[src/rtl/win_avg_out_buf_if.sv]
// win_avg_out_buf_if: upstream sample strobe plus downstream valid/ready handshake
interface win_avg_out_buf_if #(
  parameter int SUM_W = 11,
  parameter int OUT_W = 8
);
  logic [SUM_W-1:0] i_sum;
  logic             i_en;
  logic [OUT_W-1:0] o_data;
  logic             o_valid;
  logic             i_ready;
  modport master (output i_sum, i_en, i_ready, input o_data, o_valid);
  modport slave  (input i_sum, i_en, i_ready, output o_data, o_valid);
endinterface

[src/rtl/win_avg_out_buf.sv]
// win_avg_out_buf: warm-up discard, rounded/saturated window average, FWFT FIFO with sticky overflow
module win_avg_out_buf #(
  parameter int SUM_W    = 11,
  parameter int WIN      = 8,
  parameter int LOG2_WIN = 3,
  parameter int OUT_W    = 8,
  parameter int DEPTH    = 4
) (
  input  logic                     clk,
  input  logic                     rst_n,
  win_avg_out_buf_if.slave         bus,
  output logic                     o_ovf,
  input  logic                     i_clr_ovf,
  output logic [$clog2(DEPTH):0]   o_level
);
  localparam int AW = $clog2(DEPTH);
  localparam int CW = $clog2(WIN + 1);
  localparam logic [SUM_W:0] HALF = (SUM_W + 1)'(WIN / 2);
  localparam logic [SUM_W:0] MAXV = (SUM_W + 1)'(2 ** OUT_W - 1);
  logic [CW-1:0]    wcnt_q, wcnt_d;
  logic             s_vld_q, s_vld_d;
  logic [OUT_W-1:0] s_avg_q, s_avg_d;
  logic [OUT_W-1:0] last_q, last_d;
  logic [AW:0]      wr_q, wr_d, rd_q, rd_d;
  logic             ovf_q, ovf_d;
  logic [OUT_W-1:0] mem_q [DEPTH];
  logic             warm, empty, full, pop, push;
  logic [SUM_W:0]   rnd, avg;
  // Next-state: warm-up counting, rounding stage, pointer moves and overflow flag
  always_comb begin
    warm    = wcnt_q == CW'(WIN);
    rnd     = {1'b0, bus.i_sum} + HALF;
    avg     = rnd >> LOG2_WIN;
    empty   = wr_q == rd_q;
    full    = (wr_q[AW-1:0] == rd_q[AW-1:0]) && (wr_q[AW] != rd_q[AW]);
    pop     = !empty && bus.i_ready;
    push    = s_vld_q && (!full || pop);
    wcnt_d  = (bus.i_en && !warm) ? wcnt_q + 1'b1 : wcnt_q;
    s_vld_d = bus.i_en && warm;
    s_avg_d = s_vld_d ? ((avg > MAXV) ? '1 : avg[OUT_W-1:0]) : s_avg_q;
    wr_d    = push ? wr_q + 1'b1 : wr_q;
    rd_d    = pop ? rd_q + 1'b1 : rd_q;
    last_d  = pop ? mem_q[rd_q[AW-1:0]] : last_q;
    ovf_d   = (s_vld_q && full && !pop) ? 1'b1 : i_clr_ovf ? 1'b0 : ovf_q;
  end
  // Control state with asynchronous flush
  always_ff @(posedge clk or negedge rst_n) begin
    if (!rst_n) begin
      wcnt_q  <= '0;
      s_vld_q <= 1'b0;
      s_avg_q <= '0;
      last_q  <= '0;
      wr_q    <= '0;
      rd_q    <= '0;
      ovf_q   <= 1'b0;
    end else begin
      wcnt_q  <= wcnt_d;
      s_vld_q <= s_vld_d;
      s_avg_q <= s_avg_d;
      last_q  <= last_d;
      wr_q    <= wr_d;
      rd_q    <= rd_d;
      ovf_q   <= ovf_d;
    end
  end
  // Storage needs no reset: it is only visible through the pointers
  always_ff @(posedge clk) begin
    if (push) mem_q[wr_q[AW-1:0]] <= s_avg_q;
  end
  assign bus.o_valid = !empty;
  assign bus.o_data  = empty ? last_q : mem_q[rd_q[AW-1:0]];
  assign o_level     = wr_q - rd_q;
  assign o_ovf       = ovf_q;
endmodule

[src/flat_wrapper.sv]
// flat-port wrapper written by rule: the top's interface ports become plain ports
module win_avg_out_buf_flat 
#(
  parameter int SUM_W    = 11,
  parameter int WIN      = 8,
  parameter int LOG2_WIN = 3,
  parameter int OUT_W    = 8,
  parameter int DEPTH    = 4
)
  (clk, rst_n, o_ovf, i_clr_ovf, o_level, bus_i_sum, bus_i_en, bus_i_ready, bus_o_data, bus_o_valid);
  win_avg_out_buf_if #(.SUM_W(SUM_W), .OUT_W(OUT_W)) bus_i ();
  input  logic clk;
  input  logic rst_n;
  output logic o_ovf;
  input  logic i_clr_ovf;
  output logic [$clog2(DEPTH):0] o_level;
  input wire logic [$bits(bus_i.i_sum)-1:0] bus_i_sum;
  input wire logic [$bits(bus_i.i_en)-1:0] bus_i_en;
  input wire logic [$bits(bus_i.i_ready)-1:0] bus_i_ready;
  output wire logic [$bits(bus_i.o_data)-1:0] bus_o_data;
  output wire logic [$bits(bus_i.o_valid)-1:0] bus_o_valid;
  assign bus_i.i_sum = bus_i_sum;
  assign bus_i.i_en = bus_i_en;
  assign bus_i.i_ready = bus_i_ready;
  assign bus_o_data = bus_i.o_data;
  assign bus_o_valid = bus_i.o_valid;
  win_avg_out_buf #(.SUM_W(SUM_W), .WIN(WIN), .LOG2_WIN(LOG2_WIN), .OUT_W(OUT_W), .DEPTH(DEPTH)) u_core (.clk(clk), .rst_n(rst_n), .bus(bus_i), .o_ovf(o_ovf), .i_clr_ovf(i_clr_ovf), .o_level(o_level));
endmodule
[config.mk]
export PLATFORM = sky130hd
export DESIGN_NAME = win_avg_out_buf_flat
export DESIGN_NICKNAME = d
export VERILOG_FILES = /design/src/rtl/win_avg_out_buf_if.sv /design/src/rtl/win_avg_out_buf.sv /design/src/flat_wrapper.sv
export SDC_FILE = /design/constraint.sdc
export NUM_CORES = 1
export LEC_CHECK = 0
export BUFFER_PORTS_ARGS = -buffer_cell sky130_fd_sc_hd__buf_4
export CELL_PAD_IN_SITES_DETAIL_PLACEMENT = 1
export CELL_PAD_IN_SITES_GLOBAL_PLACEMENT = 2
export CORE_MARGIN = 3
export CORE_UTILIZATION = 41
export CTS_CLUSTER_SIZE = 28
export DETAILED_ROUTE_END_ITERATION = 8
export PLACE_DENSITY = 0.79
export SLEW_MARGIN = 40
export SYNTH_ARGS = -nofsm -noshare
export SYNTH_HDL_FRONTEND = slang
export SYNTH_SLANG_ARGS = --single-unit
[constraint.sdc]
create_clock -name clk -period 2.71 [get_ports clk]
set_input_delay 0.271 -clock clk [delete_from_list [all_inputs] [get_ports clk]]
set_output_delay 0.271 -clock clk [all_outputs]
set_load 0.005 [all_outputs]
; Yosys cells after proc, flatten, opt, wreduce, memory -nomap -nowiden
; Memory sizes are Yosys's and may differ from the RTL's.
; Index checks and enable logic that the tools add are counted.
[classes]
n_addsub = 5
magnitude_cmp = 1
eq_ne = 4
mux = 6
n_reduce_logical = 13
[ops]
columns = op, n
row1 = two-way mux 8 bit, 2
row2 = "adder 11 x 3 -> 12 bit, second input constant", 1
row3 = "> comparator 9 x 8 -> 1 bit, second input constant", 1
row4 = logical AND 1 bit, 7
row5 = "adder 3 x 1 -> 3 bit, second input constant", 2
row6 = "adder 4 x 1 -> 4 bit, second input constant", 1
row7 = "== test 4 bit, second input constant", 1
row8 = zero test 1 bit, 4
row9 = two-way mux 1 bit, 4
row10 = == test 3 bit, 1
row11 = subtractor 3 bit, 1
row12 = == test 2 bit, 1
row13 = nonzero test 2 bit, 1
row14 = logical OR 1 bit, 1
row15 = inequality test 1 bit, 1
[totals]
ff_bits = 28
ramBits = 32
inputBits = 16
out_inout_bits = 13
elab_cells = 37
memories = 1
[memory_table]
columns = name, depth, word_bits, read_ports, rd_ports_with_merged_regs, write_ports, line
row1 = u_core.mem_q, 4, 8, 1, 0, 1, win_avg_out_buf.sv:26  ; logic [OUT_W-1:0] mem_q [DEPTH];

; Logic depth before layout (Yosys ltp)
; Gate-level depths: netlist of the first run.
[logic_depth]
word_depth = 7
ltp_mapped = 7
mapped_depth_nobuf = 6

; Least setup slack after synthesis of the first run
; Ideal clock, no wire load.
[synth_path]
path_kind = flip-flop to output port
startpoint = reg u_core.rd_q[1]
endpoint = out bus_o_data[0]
arrival_ps = 1738
required_ps = 2439
slack_ps = 701
stages_incl_launch_ff = 7
n_path_buf = 2
cell_sequence = dfrtp_1 > clkbuf_1 > inv_1 > ha_1 > nand3_1 > buf_2 > mux2_2
[synth_between]
elab_chain_cells = 2
elab_cells_between_ends = 3
cone_classes = eq/ne (1) / mux (1) / memory (1)
[synth_rtl]
columns = item, line
row1 = start: declaration, win_avg_out_buf.sv:24  ; logic [AW:0] wr_q, wr_d, rd_q, rd_d;
row2 = start signal: assignment, win_avg_out_buf.sv:62  ; rd_q <= rd_d;
row3 = memory (4 x 8 bit) / == test 3 bit (equally long branches), --
row4 = two-way mux 8 bit *, win_avg_out_buf.sv:71  ; assign bus.o_data = empty ? last_q : mem_q[rd_q[AW-1:0]];
row5 = end: declaration, flat_wrapper.sv:20  ; output wire logic [$bits(bus_i.o_data)-1:0] bus_o_data;
; Every way passes the cells marked *; elsewhere a longest branch is shown, timed or not.

; Worst setup path in the final report of the first run
[layout_path]
startpoint = reg u_core.wr_q[0]
endpoint = out bus_o_data[2]
[layout_between]
elab_chain_cells = 2
[layout_rtl]
columns = item, line
row1 = start: declaration, win_avg_out_buf.sv:24
row2 = start signal: assignment, win_avg_out_buf.sv:61  ; wr_q <= wr_d;
row3 = == test 3 bit, win_avg_out_buf.sv:34  ; empty = wr_q == rd_q;
row4 = two-way mux 8 bit, win_avg_out_buf.sv:71
; Every way passes these cells.

==> metrics.txt, run 1 <==
worst vdd ir=565 µV; outcome=completed; critical path fanouts, max=11; Slew @ Worst Pin=0.508 ns; largest net degree at the start of global routing=29; synthesized flop and latch total=60; TritonCTS clock tree=yes; Buffers on Ports=26; Syn. warnings=0; synthesis-to-layout area growth=16.8%; First-pass DRT Iterations=4; fill count=613; Placer Congestion=0.828; clk_skew=0.00697 ns; first-pass GRT wire length=8.16 mm; GRT overflow=0; antenna violations before repair=0; P_int=2.32 mW; Die Area=7530 µm²; DR DRC count=0; Final Hold Viols=0; core area=6130 µm²; Clock Power Share=18.9%; Max Clock Freq=414 MHz; most frequent cells in the layout=edfxtp_1 (32), buf_4 (28), dfrtp_1 (28); max-cap viol count=0; via count of the routed design=1495; ys flop type=edfxtp_1; WL/cell=16.8 µm; setup tns final=0 ns; # resized after CTS=0; combinational power share=39.3%; Synth async-reset ratio=46.7%; Final nets=243; die height=86.8 µm; Final setup viols=0; multiplexer area fraction after synthesis=15.1%; worst slack at placement=0.530 ns; Worst-Skew Late Latency=0.32 ns; Mapped Avg Cell Area=14.9 µm²; Boundary Pins=29; Flop pwr share=41.8%; layout cells sized above 1=31.5%; H-tree depth=3; Max Transition Viols Final=0; Sw Pwr=1.07 mW; Total GRT Usage=14.8%; synth unique cells=33; most common cell after layout, fill and taps aside=edfxtp_1; hold crit path type=input pin to flip-flop; largest family of logic cells by synthesized area=multiplexers; classification of the worst setup path=flip-flop to output pin; Longest Clk Path Bufs=2; Cells after Synth=180; Die W=86.8 µm; sequential-to-total area share from yosys stat=62.1%; routed wire length=4.95 mm; Lkg Pwr=1.30 nW; CP Data Required Time=2.44 ns; Post-Syn Nets=207; Via density=5.09; period utilization=89.1%; Cell Rows=28; Slew headroom=66.1%; DRT iter0 DRCs=104; final worst slack=0.294 ns; Power Density=1090 nW/µm²; Post-Syn Area=2670 µm²; ANT cells=0; CP arrival=2.14 ns; Clock Tree Root=clkbuf_8; Compound-Gate Fraction of Synth Area=3.56%; RSZ-0062 raised after global routing=false; vias in the first global route=1644; clock-pin slew on the worst setup and hold paths=0.06 ns; Num CTS Buffers=9; CP Capture Type=output pin; Starting Density=43.6%; Synth Area in XOR/XNOR=4.21%; Worst Hold Slack=0.256 ns; CTS sink count=60; Final ANT Viol Nets=0; switch share=31.6%; post-synthesis adder-cell area fraction=5.43%; CP Launch Type=flip-flop; hpwl dp=3.70 mm; Post-synth EDFFs=32; Tmin final=2.42 ns; simple-gate share of the synthesized area=7.58%
==> power groups by stage <==
stage,sequential (mW),combinational [mW],clock (mW)
6_report,1.42,1.33,0.641
5_1_grt,1.45,1.48,0.708
4_1_cts,1.42,1.37,0.667
3_5_place_dp,1.44,1.36,0
3_3_place_gp,1.41,1.28,0
2_1_floorplan,1.38,0.862,0
==> repair_timing <==
| action | 4_1_cts | 5_1_grt |
|---|---|---|
| hold endpoints to repair | 28 | 0 |
| buffers inserted | 0 | 0 |
| hold buffers | 1 | 0 |
| endpoints found under the setup margin | 0 | 0 |
==> worst max-delay path: stages, from the launching register on <==
cell and delay (ns):
dfrtp_1 0.40, inv_1 0.17, ha_1 0.30, nand3_1 0.41
mux2_2 0.40, buf_4 0.13
==> registers in the layout, summed over array words and instances, names as in the netlist <==
signal          flops
u_core.o_ovf        1
u_core.mem_q       32
u_core.rd_q         3
u_core.s_vld_q      1
u_core.wcnt_q       4
u_core.s_avg_q      8
u_core.last_q       8
u_core.wr_q         3
==> final timing paths <==
kind,to,slack (ns),depth (start not counted),start
max reg2reg,u_core.rd_q[1],0.58,5,u_core.wr_q[0]
min,u_core.rd_q[2],0.26,3,bus_i_ready
min in group asynchronous,u_core.rd_q[2],0.41,2,rst_n
max,bus_o_data[2],0.29,5,u_core.wr_q[0]
max in group asynchronous,u_core.s_avg_q[5],2.02,2,rst_n
min reg2reg,u_core.wcnt_q[3],0.47,1,u_core.wcnt_q[3]
==> per-layer routing <==
layer	routed length, µm	global-route usage (%)
met3	195	4.09
met5	0	0
met2	2520	24.7
met4	74	6.80
met1	2160	17.7
==> through the flow <==
step / utilization, % / power (mW) / cells / instance area (µm²)
2_1_floorplan: - / 2.24 / 180 / 2670
5_1_grt: 50.9 / 3.64 / 294 / 3120
4_1_cts: 50.9 / 3.45 / 294 / 3120
3_3_place_gp: 48.2 / 2.68 / 279 / 2960
6_report: 50.9 / 3.39 / 294 / 3120
3_5_place_dp: 48.2 / 2.79 / 279 / 2960
==> cell usage after synthesis, drive strengths merged (2+ instances only) <==
library cell   n  area, µm²
edfxtp        32        961
dfrtp         28        701
nand2         19       73.8
mux2          18        203
ha            10        125
inv            9       33.8
xnor2          9       86.3
mux4           8        180
o21ai          8       40.0
nand3          7       35.0
and2           5       33.8
nand4          3       18.8
xor2           3       26.3
a21o           2       15.0
buf            2       12.5
clkbuf         2       7.51
mux2i          2       20.0
nor3           2       10.0
==> cell families (layout without fill, tap and decap cells) <==
| kind of cell | after synthesis | after routing |
|---|---|---|
| simple gates | 41 | 41 |
| compound gates | 15 | 15 |
| xor+xnor | 12 | 12 |
| flops | 60 | 60 |
| mux | 28 | 28 |
| buf+inv | 13 | 52 |
| fa+ha+maj | 11 | 11 |
==> layout make-up <==
| class | instances | area (µm²) | area share (%) |
|---|---|---|---|
| sequential | 60 | 1660 | 53.2 |
| clock buffer | 10 | 138 | 4.41 |
| clock inverter | 4 | 17.5 | 0.561 |
| tap | 75 | 93.8 | 3.00 |
| timing repair buffer | 29 | 220 | 7.05 |
| multi-input combinational | 107 | 958 | 30.7 |
| inverter | 9 | 33.8 | 1.08 |
(Power assumes the default switching activity.)
==> run 2: changes to the inputs <==
--- a/config.mk
+++ b/config.mk
@@ -5,11 +5,12 @@
 export SDC_FILE = /design/constraint.sdc
 export NUM_CORES = 1
 export LEC_CHECK = 0
+export ABC_AREA = 1
 export BUFFER_PORTS_ARGS = -buffer_cell sky130_fd_sc_hd__buf_4
 export CELL_PAD_IN_SITES_DETAIL_PLACEMENT = 1
 export CELL_PAD_IN_SITES_GLOBAL_PLACEMENT = 2
 export CORE_MARGIN = 3
-export CORE_UTILIZATION = 41
+export CORE_UTILIZATION = 37
 export CTS_CLUSTER_SIZE = 28
 export DETAILED_ROUTE_END_ITERATION = 8
 export PLACE_DENSITY = 0.79
==> run 2 against run 1 <==
Compared with the run above:
- clock skew barely moved
- non-clock buffer count rose by 4
- count of clock-buffer cells in the layout rose by 2
- synthesized area rose by 12%
- sequential power barely moved
- synthesized cell count rose by 70%
- cell area rose by 13%
- critical path type unchanged
- largest cell class unchanged
- largest power group is now combinational logic
- highest routed layer unchanged
==> metrics.txt, run 2 <==
synthesized flop and latch total=60; First-pass DRT Iterations=4; Reg2Reg Depth=8; area leader, netlist=edfxtp_1; GRT overflow=0; final core occ=45.1%; Syn. warnings=0; CTS sink count=60; total power=4.02 mW; Longest Clk Path Bufs=2; largest net degree at the start of global routing=29; Total GRT Usage=14.6%; Post-Syn Nets=333; Max Transition Viols Final=0; P_int=2.51 mW; Via density=4.74; Final setup viols=0; switch share=37.4%; Final ANT Viol Nets=0; Finished Layout Cells=449; DP Cell Count=432; die height=96.1 µm; Clock Power Share=21.9%; core area=7810 µm²; top cells by area in the synthesized netlist=edfxtp_1 (32%), dfrtp_1 (23%), nand2_1 (9.7%), inv_1 (4.7%), ha_1 (4.2%); Reg area=1660 µm²; Tmin final=2.11 ns; Final Hold Viols=0; TritonCTS clock tree=yes; Sw Pwr=1.50 mW; Slew @ Worst Pin=0.392 ns; Cell Rows=32; Lkg Pwr=1.61 nW; CP Capture Type=output pin; Flop pwr share=35.4%; CP Launch Type=flip-flop; hpwl dp=4.36 mm; hold buffers post-CTS=1; most common cell after layout, fill and taps aside=nand2_1; Worst-Skew Late Latency=0.33 ns; DRT iter0 DRCs=54; sequential-to-total area share from yosys stat=55.3%; CP Data Required Time=2.44 ns; Setup crit end=bus_o_data[5]; clk_skew=0.00691 ns; H-tree depth=3; top cell type's share of synthesized area=32.0%; RSZ-0062 raised after global routing=false; Power Density=1140 nW/µm²; Starting Density=38.5%; R2R Path End=u_core.mem_q[1][3]; combinational power share=42.6%; Slew headroom=73.9%; antenna violations before repair=0; Final nets=369; Post-Syn Area=3010 µm²; period utilization=77.7%; Reg-to-Reg Start=u_core.wr_q[0]; classification of the worst setup path=flip-flop to output pin; outcome=completed; Clock Tree Root=clkbuf_8; fill count=926; hold crit path type=input pin to flip-flop; ys flop type=edfxtp_1; Placer Congestion=0.738; Synth async-reset ratio=46.7%; first-pass GRT wire length=10.2 mm; max reg flops=32; top-count cell post-synth=nand2_1; Commonest cells post-synth=nand2_1 (78), inv_1 (38), edfxtp_1 (32), nor2_1 (31), dfrtp_1 (28); DR DRC count=0; Cells after Synth=306; Mapped Avg Cell Area=9.82 µm²; WL/cell=13.3 µm; via count of the routed design=2128; most frequent cells in the layout=nand2_1 (78), inv_1 (38), buf_4 (32), edfxtp_1 (32), nor2_1 (31); worst vdd ir=290 µV; max-cap viol count=0; Die W=96.1 µm; Buffers on Ports=26; ANT cells=0; clock-pin slew on the worst setup and hold paths=0.07 ns; synth unique cells=31; CP arrival=1.83 ns; synthesis-to-layout area growth=17.2%; Die Area=9240 µm²; Num CTS Buffers=9; vias in the first global route=2154; Max Clock Freq=475 MHz; critical path fanouts, max=17; setup tns final=0 ns; flop2flop setup slack=0.84 ns; worst slack at placement=0.836 ns; routed wire length=5.97 mm; layout cells sized above 1=22.5%; area of the multi-input gates=1090 µm²; Post-synth EDFFs=32; # resized after CTS=0; setup bufs post-CTS=0; Boundary Pins=29; final worst slack=0.605 ns; Worst Setup SP=u_core.wr_q[0]
[run 2: power by group through the flow]
stage          clock network, mW  registers, mW  logic, mW
4_1_cts                    0.904           1.43       1.76
2_1_floorplan                  0           1.38       1.25
3_5_place_dp                   0           1.44       1.75
6_report                   0.881           1.42       1.71
5_1_grt                    0.949           1.45       1.97
3_3_place_gp                   0           1.42       1.68
[run 2: critical path, cell delays in order (launching register included)]
cell and delay [ns]:
dfrtp_1 0.40, inv_1 0.15, ha_1 0.28, nand2_2 0.14, nor2_8 0.06, inv_4 0.18
nand2_1 0.10, o21ai_2 0.06, buf_4 0.12
[run 2: how the worst min path moves through the flow]
stage	startpoint	to	cells after the start
2_1_floorplan	rst_n	u_core.last_q[0]	0
3_3_place_gp	rst_n	u_core.last_q[4]	1
3_5_place_dp	rst_n	u_core.last_q[4]	1
4_1_cts	i_clr_ovf	u_core.o_ovf	2
5_1_grt	i_clr_ovf	u_core.o_ovf	2
6_report	i_clr_ovf	u_core.o_ovf	2
[run 2: logic make-up after synthesis]
kind of cell / Yosys count / synth area share [%]
AOI/OAI and AO/OA: 42 / 9.41
DFF: 60 / 55.3
xor gates and xnor gates: 8 / 2.58
and+or+nand+nor: 134 / 19.6
buffers and inverters: 51 / 8.28
adders and majority gates: 11 / 4.83
[run 2: area by class of cell]
type / count / area share [%]
multi-input cells: 195 / 31.1
inverters: 43 / 4.80
repair buffers: 33 / 7.11
flip-flops and latches: 60 / 47.2
well taps: 102 / 3.62
clock inverters: 4 / 2.06
clock buffers: 12 / 4.12
[run 2: stage by stage]
step,cell area [µm²],hold slack [ns]
after floorplan,3010,-0.0246
after global placement,3290,0.225
after detailed placement,3290,0.231
after CTS,3520,0.118
after global routing,3520,0.128
final,3520,0.127
[run 2: layer usage]
layer / global-route usage (%) / wire (µm)
met1: 18.5 / 2790
met2: 23.6 / 2850
met3: 2.50 / 197
met4: 7.82 / 140
met5: 0 / 0
